## config.mk

```make
export PLATFORM = sky130hd
export DESIGN_NAME = s_axis_cc_adapt
export DESIGN_NICKNAME = d
export VERILOG_FILES = /design/src/rtl/s_axis_cc_adapt.sv
export SDC_FILE = /design/constraint.sdc
export NUM_CORES = 1
export LEC_CHECK = 0
export BUFFER_PORTS_ARGS = -buffer_cell sky130_fd_sc_hd__clkbuf_2
export CAP_MARGIN = 5
export CORE_AREA = 3 3 177 179
export CTS_BUF_LIST = sky130_fd_sc_hd__clkbuf_16
export DETAILED_ROUTE_END_ITERATION = 8
export DIE_AREA = 0 0 180 182
export PLACE_DENSITY_LB_ADDON = 0.2
export SYNTH_ARGS = -nofsm -noshare
export SYNTH_HDL_FRONTEND = slang
export SYNTH_SLANG_ARGS = --single-unit
```

## constraint.sdc

```tcl
create_clock -name user_clk -period 1.9 [get_ports user_clk]
set_input_delay 0.095 -clock user_clk [delete_from_list [all_inputs] [get_ports user_clk]]
set_output_delay 0.095 -clock user_clk [all_outputs]
set_load 0.05 [all_outputs]
```

## src/rtl/s_axis_cc_adapt.sv

```systemverilog
// Completer-completion adapter: legacy (7-series) AXIS completions in, UltraScale CC
// descriptor format out, through a registered output stage backed by one skid register.
module s_axis_cc_adapt #(
    parameter int DATA_WIDTH = 128,
    parameter int KEEP_WIDTH = DATA_WIDTH / 8
) (
    input  logic                    user_clk,
    input  logic                    user_reset,
    input  logic [DATA_WIDTH-1:0]   s_axis_cc_tdata,
    input  logic [KEEP_WIDTH-1:0]   s_axis_cc_tkeep,
    input  logic                    s_axis_cc_tlast,
    output logic [3:0]              s_axis_cc_tready,
    input  logic [3:0]              s_axis_cc_tuser,
    input  logic                    s_axis_cc_tvalid,
    output logic [DATA_WIDTH-1:0]   s_axis_cc_tdata_a,
    output logic [KEEP_WIDTH/4-1:0] s_axis_cc_tkeep_a,
    output logic                    s_axis_cc_tlast_a,
    input  logic [3:0]              s_axis_cc_tready_a,
    output logic [32:0]             s_axis_cc_tuser_a,
    output logic                    s_axis_cc_tvalid_a
);
    localparam int NUM_DW = KEEP_WIDTH / 4;

    // Legacy 3-DW completion header {DW2, DW1, DW0} to 3-DW CC descriptor.
    function automatic logic [95:0] cc_remap(input logic [95:0] hdr);
        logic [31:0] l0;
        logic [31:0] l1;
        logic [31:0] l2;
        logic [12:0] byte_cnt;
        logic [10:0] dw_cnt;
        logic        locked;
        l0 = hdr[31:0];
        l1 = hdr[63:32];
        l2 = hdr[95:64];
        byte_cnt = (l1[11:0] == 12'h000) ? 13'h1000 : {1'b0, l1[11:0]};
        if (!l0[30]) begin
            dw_cnt = 11'd0;
        end else if (l0[9:0] == 10'd0) begin
            dw_cnt = 11'd1024;
        end else begin
            dw_cnt = {1'b0, l0[9:0]};
        end
        locked = (l0[30:24] == 7'h0B) || (l0[30:24] == 7'h4B);
        return {
            {1'b0, 1'b0, l0[13:12], l0[22:20], 1'b0, l1[31:16], l2[15:8]},
            {l2[31:16], 1'b0, l0[14], l1[15:13], dw_cnt},
            {2'b00, locked, byte_cnt, 6'b000000, 2'b00, 1'b0, l2[6:0]}
        };
    endfunction

    logic [DATA_WIDTH-1:0] r_out_data;
    logic [NUM_DW-1:0]     r_out_keep;
    logic                  r_out_last;
    logic                  r_out_user;
    logic                  r_out_valid;
    logic [DATA_WIDTH-1:0] r_skid_data;
    logic [NUM_DW-1:0]     r_skid_keep;
    logic                  r_skid_last;
    logic                  r_skid_user;
    logic                  r_skid_valid;
    logic                  r_sop;

    logic [DATA_WIDTH-1:0] w_in_data;
    logic [NUM_DW-1:0]     w_in_keep;
    logic                  w_accept;
    logic                  w_out_free;
    logic                  w_unused;

    assign w_accept   = s_axis_cc_tvalid & ~r_skid_valid;
    assign w_out_free = ~r_out_valid | s_axis_cc_tready_a[0];
    assign w_unused   = &{1'b0, s_axis_cc_tuser[2:0], s_axis_cc_tready_a[3:1], s_axis_cc_tkeep};

    // Incoming beat as it will be stored: header lanes remapped on SOP, DW keep from byte keep.
    always_comb begin
        w_in_data = s_axis_cc_tdata;
        w_in_keep = '0;
        w_in_data[95:0] = r_sop ? cc_remap(s_axis_cc_tdata[95:0]) : s_axis_cc_tdata[95:0];
        for (int i = 0; i < NUM_DW; i++) begin
            w_in_keep[i] = s_axis_cc_tkeep[4*i];
        end
    end

    // Output register, skid register and packet-start tracking; the skid always drains first.
    always_ff @(posedge user_clk) begin
        if (user_reset) begin
            r_out_data   <= '0;
            r_out_keep   <= '0;
            r_out_last   <= 1'b0;
            r_out_user   <= 1'b0;
            r_out_valid  <= 1'b0;
            r_skid_data  <= '0;
            r_skid_keep  <= '0;
            r_skid_last  <= 1'b0;
            r_skid_user  <= 1'b0;
            r_skid_valid <= 1'b0;
            r_sop        <= 1'b1;
        end else begin
            if (w_accept) begin
                r_sop <= s_axis_cc_tlast;
            end
            if (w_out_free) begin
                if (r_skid_valid) begin
                    r_out_data   <= r_skid_data;
                    r_out_keep   <= r_skid_keep;
                    r_out_last   <= r_skid_last;
                    r_out_user   <= r_skid_user;
                    r_out_valid  <= 1'b1;
                    r_skid_valid <= 1'b0;
                end else if (w_accept) begin
                    r_out_data   <= w_in_data;
                    r_out_keep   <= w_in_keep;
                    r_out_last   <= s_axis_cc_tlast;
                    r_out_user   <= s_axis_cc_tuser[3];
                    r_out_valid  <= 1'b1;
                end else begin
                    r_out_valid  <= 1'b0;
                end
            end else if (w_accept) begin
                r_skid_data  <= w_in_data;
                r_skid_keep  <= w_in_keep;
                r_skid_last  <= s_axis_cc_tlast;
                r_skid_user  <= s_axis_cc_tuser[3];
                r_skid_valid <= 1'b1;
            end
        end
    end

    assign s_axis_cc_tready   = {4{~r_skid_valid}};
    assign s_axis_cc_tdata_a  = r_out_data;
    assign s_axis_cc_tkeep_a  = r_out_keep;
    assign s_axis_cc_tlast_a  = r_out_last;
    assign s_axis_cc_tuser_a  = {32'h0000_0000, r_out_user};
    assign s_axis_cc_tvalid_a = r_out_valid;

endmodule

```

==> summary.md <==
| Metric | Value |
|---|---|
| Clk buf depth | 3 |
| Delay-heaviest family, CP | buffers and inverters |
| Critical path class | flop to flop |
| GRT overflow | 0 |
| Largest vdd supply drop | 775 uV |
| Mapped Area | 11900 sq um |
| Final Skew | 9.08 ps |
| Post-Syn Instances | 1365 |
| Fin nets | 1877 |
| Startpoint types | flop |
| Most frequent cells in the layout | clkbuf_2 (271), dfxtp_1 (269), nand2_1 (229) |
| Total global-route track usage | 0.223 |
| Crit-path max FO | 28 |
| Post-Place Worst Slack | 348 ps |
| FMAX | 543 MHz |
| Top cells by area, synth | dfxtp_1 (45%), mux2i_1 (8.9%), nand2_1 (7.2%), a21oi_1 (5.2%), a211oi_1 (4.8%) |
| Share of post-route cells with drive strength above 1 | 0.237 |
| Syn-to-layout area delta | 34.0% |
| Slack of the worst reg-to-reg path | 60 ps |
| Placer Congestion | 0.861 |
| Final Setup Violations | 0 |
| Synthesis warning total | 0 |
| Mapped Avg Cell Area | 8.75 sq um |
| PortBufs | 276 |
| Synth top area share | 0.454 |
| Critical path endpoint category | flop |
| Clock root buffer | clkbuf_16 |
| Max-cap viol count | 0 |
| I/O pins | 327 |
| Most common cell after layout, fill and taps aside | clkbuf_2 |
| Seq cells post-synth | 271 |
| Drt drc | 0 |
| CP bufs+invs | 2 |
| Largest net degree at the start of global routing | 96 |
| First-pass GRT wire length | 60000 microns |
| Synth area leader | dfxtp_1 |
| Num CTS Buffers | 30 |
| TritonRoute pass-1 iters | 5 |
| Cell variety after synth | 35 |
| Slowest cell on the critical path | dlygate4sd3_1 |
| Final Hold Viols | 0 |
| RSZ-0062 raised after global routing | no |
| P per Cell Area | 933 nW/um^2 |
| Initial antenna violation count | 3 |
| Status | finished clean |
| Main synth FF type | dfxtp_1 |
| Slew @ Worst Pin | 630 ps |
| Worst EP required | 2320 ps |
| Vias in the first global route | 10700 |
| Clock Latency Late Sink | 550 ps |
| Die Span Y | 182 microns |
| Post-layout util | 0.538 |
| Routed vias | 11200 |
| Via density per instance | 5.25 |
| CTS clock-pin slew for the worst setup and hold paths | 60 ps |
| 1st-iter DRT viols | 709 |
| Total wire length | 38400 microns |
| Worst EP arrival | 2270 ps |
| WHS | 16.1 ps |
| Sequential fraction of the synthesis area | 0.454 |
| DP HPWL | 25200 microns |
| Number of synthesized flops with an enable pin | 0 |
| Leakage power | 6.73 nW |
| Row count | 63 |
| Setup TNS | 0 ps |
| CTS sink count | 271 |
| ANT nets after route | 0 |
| DIE AREA | 32800 sq um |
| Biggest cell delay along the critical path | 620 ps |
| Final slew viol count | 0 |
| Hold/Removal Path Class | input pin to flop |
| Final period util | 0.969 |
| Final worst path period need | 1840 ps |
| CTS tree | built |
| Setup ws final | 58.3 ps |
| H-tree levels | 1 |
| Routed WL per cell | 18.0 microns |
| Ys async rst share | 0 |
| Starting Density | 0.402 |
| Core Region | 29700 sq um |
| Max_slew headroom | 0.580 |
| Die X | 180 microns |
| CP Cell Sequence | buf_12 > mux2i_1 > dlygate4sd3_1 > a211oi_2 |
## worst register-to-register path, cell delays in order (launching register included)
cell and delay, ps:
dfxtp_4 480, buf_12 260, mux2i_1 280, dlygate4sd3_1 620, a211oi_2 70
## cells by family after synthesis
logic type      Yosys count  share of synthesized area
other cells               1                   0.000314
simple gates            468                      0.164
flops                   271                      0.454
buf+inv                 167                     0.0743
mux                     106                     0.0888
compound gates          352                      0.218
## timing repair
item / 4_1_cts / 5_1_grt
resized for setup: 6 / 5
endpoints found under the hold margin: 171 / 1
buffers inserted: 0 / 1
endpoints found under the setup margin: 4 / 5
hold buffers: 142 / 1
## synthesized netlist by cell type, drive strengths merged (2+ instances only)
library cell	number
nor4b	2
o211ai	70
clkbuf	66
o41ai	11
nand2	230
a211oi	123
buf	99
nor2	150
a221oi	20
and2	2
nand3b	11
nand2b	3
nor2b	4
nand3	15
a21oi	124
nor3	30
and3	15
inv	2
dfxtp	271
nor4	4
mux2i	106
## per-stage QoR
stage,cells,power (W),instance area (sq um)
finish,2137,0.0149,16000
global route,2137,0.0155,16000
CTS,2132,0.0151,16000
detailed placement,1935,0.00905,13600
global placement,1935,0.00902,13600
floorplan,1396,0.00828,12100
## final cells by class
cell class                      instances  area [sq um]
Tap cell                              390           488
Timing Repair Buffer                  458          3320
Fill cell                            2723         13700
Clock inverter                         24           188
Multi-Input combinational cell        958          5770
Sequential cell                       271          5430
Antenna cell                            3          7.51
Inverter                                2          20.0
Clock buffer                           31           776
## worst paths after layout
path | startpoint | to | cells past startpoint
max | r_sop | r_skid_data[52] | 4
min | user_reset | r_skid_data[103] | 2
max reg2reg | r_sop | r_skid_data[52] | 4
min reg2reg | s_axis_cc_tdata_a[66] | s_axis_cc_tdata_a[66] | 2
## state kept, by name (all words and copies together) (netlist names)
signal	flops
r_skid_keep	4
s_axis_cc_tdata_a	128
r_out_user	1
r_skid_last	1
r_sop	1
r_skid_user	1
s_axis_cc_tlast_a	1
s_axis_cc_tvalid_a	1
r_skid_valid	1
r_skid_data	128
s_axis_cc_tkeep_a	4
## layer usage
| layer | global-route usage | vias up | part of all wire |
|---|---|---|---|
| met5 | 0 | - | 0 |
| met4 | 0.0903 | 0 | 0.046 |
| met3 | 0.0627 | 93 | 0.078 |
| met2 | 0.359 | 361 | 0.46 |
| met1 | 0.282 | 5266 | 0.42 |
| li1 | - | 5493 | - |
## power breakdown
group	switching, W	total, W	leakage [nW]	internal [W]
combinational	0.00204	0.00301	4.02	0.000979
sequential	0.000179	0.00618	2.22	0.00600
clock	0.00239	0.00573	0.491	0.00334
(Power assumes the default switching activity.)
